File: src/rtl/pipeline_hazard_ctrl.sv
// Stall/flush sequencer for a 5-stage RV32I pipeline: load-use bubbles, EX redirect
// flushes, and a data-memory wait state with timeout and deferred redirect replay.
module pipeline_hazard_ctrl #(
  parameter int MEM_TIMEOUT = 16,
  parameter int CNT_W       = 32
) (
  input  logic             clk,
  input  logic             rst,
  input  logic [4:0]       id_rs1,
  input  logic [4:0]       id_rs2,
  input  logic             id_uses_rs1,
  input  logic             id_uses_rs2,
  input  logic [4:0]       ex_rd,
  input  logic             ex_mem_read,
  input  logic             ex_pc_redirect,
  input  logic             mem_req,
  input  logic             mem_ready,
  output logic             pc_stall,
  output logic             if_id_stall,
  output logic             if_id_flush,
  output logic             id_ex_stall,
  output logic             id_ex_flush,
  output logic             ex_mem_stall,
  output logic             mem_wb_bubble,
  output logic             redirect_replay,
  output logic             mem_err,
  output logic [1:0]       state,
  output logic [CNT_W-1:0] stall_cnt,
  output logic [CNT_W-1:0] flush_cnt
);

  typedef enum logic [1:0] {
    RUN      = 2'd0,
    MEM_WAIT = 2'd1,
    REPLAY   = 2'd2
  } state_e;

  localparam int TW = $clog2(MEM_TIMEOUT + 1);

  state_e           state_q, state_d;
  logic             pending_q, pending_d;
  logic [TW-1:0]    tmo_q, tmo_d;
  logic             err_q, err_d;
  logic [CNT_W-1:0] stall_cnt_q, stall_cnt_d;
  logic [CNT_W-1:0] flush_cnt_q, flush_cnt_d;

  logic load_use;
  logic mem_busy;
  logic mem_release;

  assign load_use = ex_mem_read && (ex_rd != 5'd0) &&
                    ((id_uses_rs1 && (id_rs1 == ex_rd)) ||
                     (id_uses_rs2 && (id_rs2 == ex_rd)));
  assign mem_busy    = mem_req && !mem_ready;
  assign mem_release = mem_ready || (tmo_q >= TW'(MEM_TIMEOUT));

  always_comb begin
    pc_stall        = 1'b0;
    if_id_stall     = 1'b0;
    if_id_flush     = 1'b0;
    id_ex_stall     = 1'b0;
    id_ex_flush     = 1'b0;
    ex_mem_stall    = 1'b0;
    mem_wb_bubble   = 1'b0;
    redirect_replay = 1'b0;
    state_d         = state_q;
    pending_d       = pending_q;
    tmo_d           = tmo_q;
    err_d           = err_q;

    case (state_q)
      RUN: begin
        if (mem_busy) begin
          pc_stall      = 1'b1;
          if_id_stall   = 1'b1;
          id_ex_stall   = 1'b1;
          ex_mem_stall  = 1'b1;
          mem_wb_bubble = 1'b1;
          pending_d     = ex_pc_redirect;
          tmo_d         = TW'(1);
          state_d       = MEM_WAIT;
        end else if (ex_pc_redirect) begin
          if_id_flush = 1'b1;
          id_ex_flush = 1'b1;
        end else if (load_use) begin
          pc_stall    = 1'b1;
          if_id_stall = 1'b1;
          id_ex_flush = 1'b1;
        end
      end
      MEM_WAIT: begin
        // A redirect arriving on the release cycle is not flushed now, so it joins the replay.
        if (mem_release) begin
          if (!mem_ready) err_d = 1'b1;
          state_d = (pending_q || ex_pc_redirect) ? REPLAY : RUN;
        end else begin
          pc_stall      = 1'b1;
          if_id_stall   = 1'b1;
          id_ex_stall   = 1'b1;
          ex_mem_stall  = 1'b1;
          mem_wb_bubble = 1'b1;
          pending_d     = pending_q || ex_pc_redirect;
          tmo_d         = tmo_q + TW'(1);
        end
      end
      REPLAY: begin
        redirect_replay = 1'b1;
        if_id_flush     = 1'b1;
        id_ex_flush     = 1'b1;
        pending_d       = 1'b0;
        state_d         = RUN;
      end
      default: state_d = RUN;
    endcase

    if (rst) begin
      pc_stall        = 1'b0;
      if_id_stall     = 1'b0;
      if_id_flush     = 1'b0;
      id_ex_stall     = 1'b0;
      id_ex_flush     = 1'b0;
      ex_mem_stall    = 1'b0;
      mem_wb_bubble   = 1'b0;
      redirect_replay = 1'b0;
    end

    stall_cnt_d = (pc_stall && !(&stall_cnt_q)) ? stall_cnt_q + CNT_W'(1) : stall_cnt_q;
    flush_cnt_d = (if_id_flush && !(&flush_cnt_q)) ? flush_cnt_q + CNT_W'(1) : flush_cnt_q;
  end

  always_ff @(posedge clk or posedge rst) begin
    if (rst) begin
      state_q     <= RUN;
      pending_q   <= 1'b0;
      tmo_q       <= '0;
      err_q       <= 1'b0;
      stall_cnt_q <= '0;
      flush_cnt_q <= '0;
    end else begin
      state_q     <= state_d;
      pending_q   <= pending_d;
      tmo_q       <= tmo_d;
      err_q       <= err_d;
      stall_cnt_q <= stall_cnt_d;
      flush_cnt_q <= flush_cnt_d;
    end
  end

  assign state     = state_q;
  assign mem_err   = err_q;
  assign stall_cnt = stall_cnt_q;
  assign flush_cnt = flush_cnt_q;

endmodule

File: config.mk
export PLATFORM = sky130hd
export DESIGN_NAME = pipeline_hazard_ctrl
export DESIGN_NICKNAME = d
export VERILOG_FILES = /design/src/rtl/pipeline_hazard_ctrl.sv
export SDC_FILE = /design/constraint.sdc
export NUM_CORES = 1
export LEC_CHECK = 0
export ABC_AREA = 1
export ABC_CLOCK_PERIOD_IN_PS = 4000
export CAP_MARGIN = 20
export CORE_AREA = 2 2 108 110
export DETAILED_ROUTE_END_ITERATION = 8
export DIE_AREA = 0 0 110 112
export PLACE_DENSITY = 0.8
export SLEW_MARGIN = 20
export SYNTH_ARGS = -nofsm -noshare
export SYNTH_HDL_FRONTEND = slang
export SYNTH_SLANG_ARGS = --single-unit
File: constraint.sdc
create_clock -name clk -period 4 [get_ports clk]
set_input_delay 0.6 -clock clk [delete_from_list [all_inputs] [get_ports clk]]
set_output_delay 0.6 -clock clk [all_outputs]
set_load 0.03 [all_outputs]
==> results summary <==
At the pin with the least slew margin, the transition time is 0.560 ns. VDD sags by at most 0.337 mV. The largest fanout of any net on the critical path came out at 21. The post-route standard cell area excluding fillers came out at 6310 µm². Between clock sinks in the finished design, the worst skew comes to 0.00949 ns.

The type of origin of the critical path is a flop. The half-perimeter wire length after detailed placement came out at 9520 µm. The final wirelength is 12700 µm. The mean area per synthesized cell is 6.75 µm². Counting tap cells, the placed design contains a total of 960 instances. The netlist uses 35 different library cells.

The number of setup violations in the final report came out at 0. Data on the critical path arrives at its endpoint at 2.77 ns. The fraction of post-synthesis cell area in the top cell type by area came out at 0.368.

The number of buffers added on ports came out at 97. The maximum root-to-sink buffer count came out at 2. Clock-pin slew was measured on the worst setup and hold paths at 0.05 ns. The overall global routing resource usage is 0.217. The floorplan die area came out at 12300 µm².

The post-synthesis instance area came out at 4960 µm². The synthesized design spends more area on one cell type than any other, namely dfrtp_1. The number of nets in the synthesized netlist is 765. Subtracting the final worst setup slack from the clock period gives 3.37 ns. The mean routed wirelength per cell is 13.0 µm. TritonCTS built the clock tree. Entering global routing, the biggest net connects 46 pins. Leaving out fill and tap cells, the most frequent cell in the layout is nand2_1. Max-cap violations in this run came to 0. The total vias in the final route came out at 4925. The number of global-route vias before repair is 4567.

The number of placement rows came out at 39. The library cells used most frequently in the layout, excluding fill and tap cells, are nand2_1 (292), clkdlybuf4s50_1 (97), nor2_1 (93). The relative slew slack came out at 0.627. Gates resized during post-CTS repair numbered 0. The tree is rooted in a clkbuf_16. After floorplanning, the core was sized to cover 11200 µm². The setup TNS is 0 ns. The hold violation total from the final report is 0.

The number of nets in the layout came out at 858. The flop and latch count out of synthesis is 73. The final count of pins violating max slew was 0.

Setup repair after global routing left no endpoint under its margin. In the routed design, unresolved DRC markers number 0. The first global-routing pass estimated 21500 µm of wire. The number of nets still failing antenna checks after routing is 0.

The run finished with clean final reports. The H-tree was split into 3 levels. For this configuration, the core starts out at a cell density of 0.444. The ratio of total power to cell area came out at 433 nW/µm².

The number of clock buffers added by TritonCTS is 9. The cell that appears most often on the critical path is inv_1. Of the cells placed in the final design, the portion with a size suffix greater than 1 is 0.0373.

In the synthesized netlist the async set-or-reset flop fraction comes to 1.00. The biggest cell delay along the critical path came out at 0.75 ns. The maximum clock rate is 0.297 GHz. The number of antenna diodes came out at 0. The type of the setup path with the least slack is reg -> out.

The number of detailed-routing iterations run before antenna repair is 5. During I/O placement, the number of pins put on the boundary was 98. STA puts the critical path data required time at 3.40 ns. The min-delay analysis places its worst path in the category reg -> reg. The post-detailed-route via-to-cell ratio is 5.05. The number of antenna violations at the first check in global routing came to 0. The share of the yosys chip area belonging to registers is 0.368. In the synthesized netlist the dominant register cell turns out to be dfrtp_1. The largest individual stage delay along the critical path comes from the cell clkdlybuf4s50_1.

The congestion estimate from routability-driven global placement came to 0.964. The layout overhead on the synthesized area is 27.2%. The instance area after placement came out at 6000 µm². The signal on the critical path passes through inv_1, ha_1, inv_1, nor3_1, inv_1, nand2_1, nand2_1, nand2_2, clkdlybuf4s50_1. The number of hold-repair buffers added at the cts stage came out at 0. Yosys mapped a number of flops with a built-in enable equal to 0. The die is 110 µm wide. After synthesis, the cell types taking the most area are dfrtp_1 (37%), nand2_1 (22%), nor2_1 (7.0%).

During synthesis, Yosys emitted a total of 0 warnings. The number of DRC markers in iteration 0 came out at 310. The post-synthesis instance total came out at 735. The final instance count without filler cells came out at 975. The portion of the clock cycle consumed by the worst path in the final layout came out at 0.842. The worst-skew pair later-pin latency is 0.34 ns. At the end of the flow the core is filled with cells to 0.565. STA classifies the critical path endpoint as an output port.

The post-CTS setup buffer count is 0. The global-route congestion overflow total came out at 0. Fill cells in the final layout number 1065. For this design the static power due to leakage is 2.96 nW. CTS saw 73 sinks. The vertical die dimension came out at 112 µm.
## final timing paths
kind | from | to | slack [ns] | depth (start not counted)
worst max-delay path | state[1] | pc_stall | 0.63 | 9
worst min-delay path | mem_err | mem_err | 0.49 | 1
worst max register to register | state[0] | flush_cnt[7] | 1.34 | 10
worst min register to register | mem_err | mem_err | 0.49 | 1
max in group asynchronous | rst | stall_cnt[13] | 2.75 | 3
min in group asynchronous | rst | flush_cnt[12] | 0.79 | 3
## kinds of logic after synthesis
logic type / Yosys count / synth area share
compound gates: 28 / 0.0330
buf+inv: 89 / 0.0799
fa+ha+maj: 7 / 0.0177
flops: 73 / 0.368
xor+xnor: 45 / 0.0794
simple gates: 493 / 0.422
## stage by stage
step	power (mW)	hold slack [ns]	setup WS, ns
6_report	2.73	0.486	0.630
5_1_grt	2.89	0.528	0.424
4_1_cts	2.74	0.487	0.625
3_5_place_dp	1.92	0.465	0.697
3_3_place_gp	1.90	0.467	0.707
2_1_floorplan	1.61	0.481	0.245
## cells in the mapped netlist (2+ instances only)
library cell    n
a21oi_1         3
buf_2           8
buf_4           4
buf_6           5
dfrtp_1        73
ha_1            7
inv_1          68
inv_2           3
nand2_1       292
nand2_2         2
nand3_1        48
nand3b_1       14
nand4_1        10
nor2_1         93
nor3_1         24
o21ai_0        18
o21bai_1        2
xnor2_1         8
xor2_1         37
## sequential cells by signal (all words and copies together) (netlist names)
register,count
tmo_q,5
flush_cnt,32
pending_q,1
stall_cnt,32
state,2
mem_err,1
## critical path, delay by kind of cell (launching register included)
kind | cells | cell delay [ns]
buffers and inverters | 4 | 1.06
and+or+nand+nor | 4 | 0.74
DFF | 1 | 0.40
adders and majority gates | 1 | 0.24
## report_power, final
part           internal (mW)  switching [mW]  total (mW)
Clock                  0.513           0.308       0.821
Combinational          0.340           0.607       0.947
Sequential             0.841           0.122       0.962
## routing by layer
layer	vias up	wire length [µm]	GRT usage
li1	2491	-	-
met1	2257	5870	0.299
met2	144	5890	0.341
met3	33	588	0.0357
met4	0	318	0.0819
met5	-	0	0
## final cells by class
type,count,area (µm²),area share
multi-input cells,573,2740,0.434
flip-flops and latches,73,1830,0.290
clock inverters,4,52.6,0.00833
well taps,143,179,0.0284
repair buffers,100,993,0.157
inverters,71,267,0.0422
clock buffers,11,253,0.0401
Note: power is estimated with default switching activity, not from simulation.
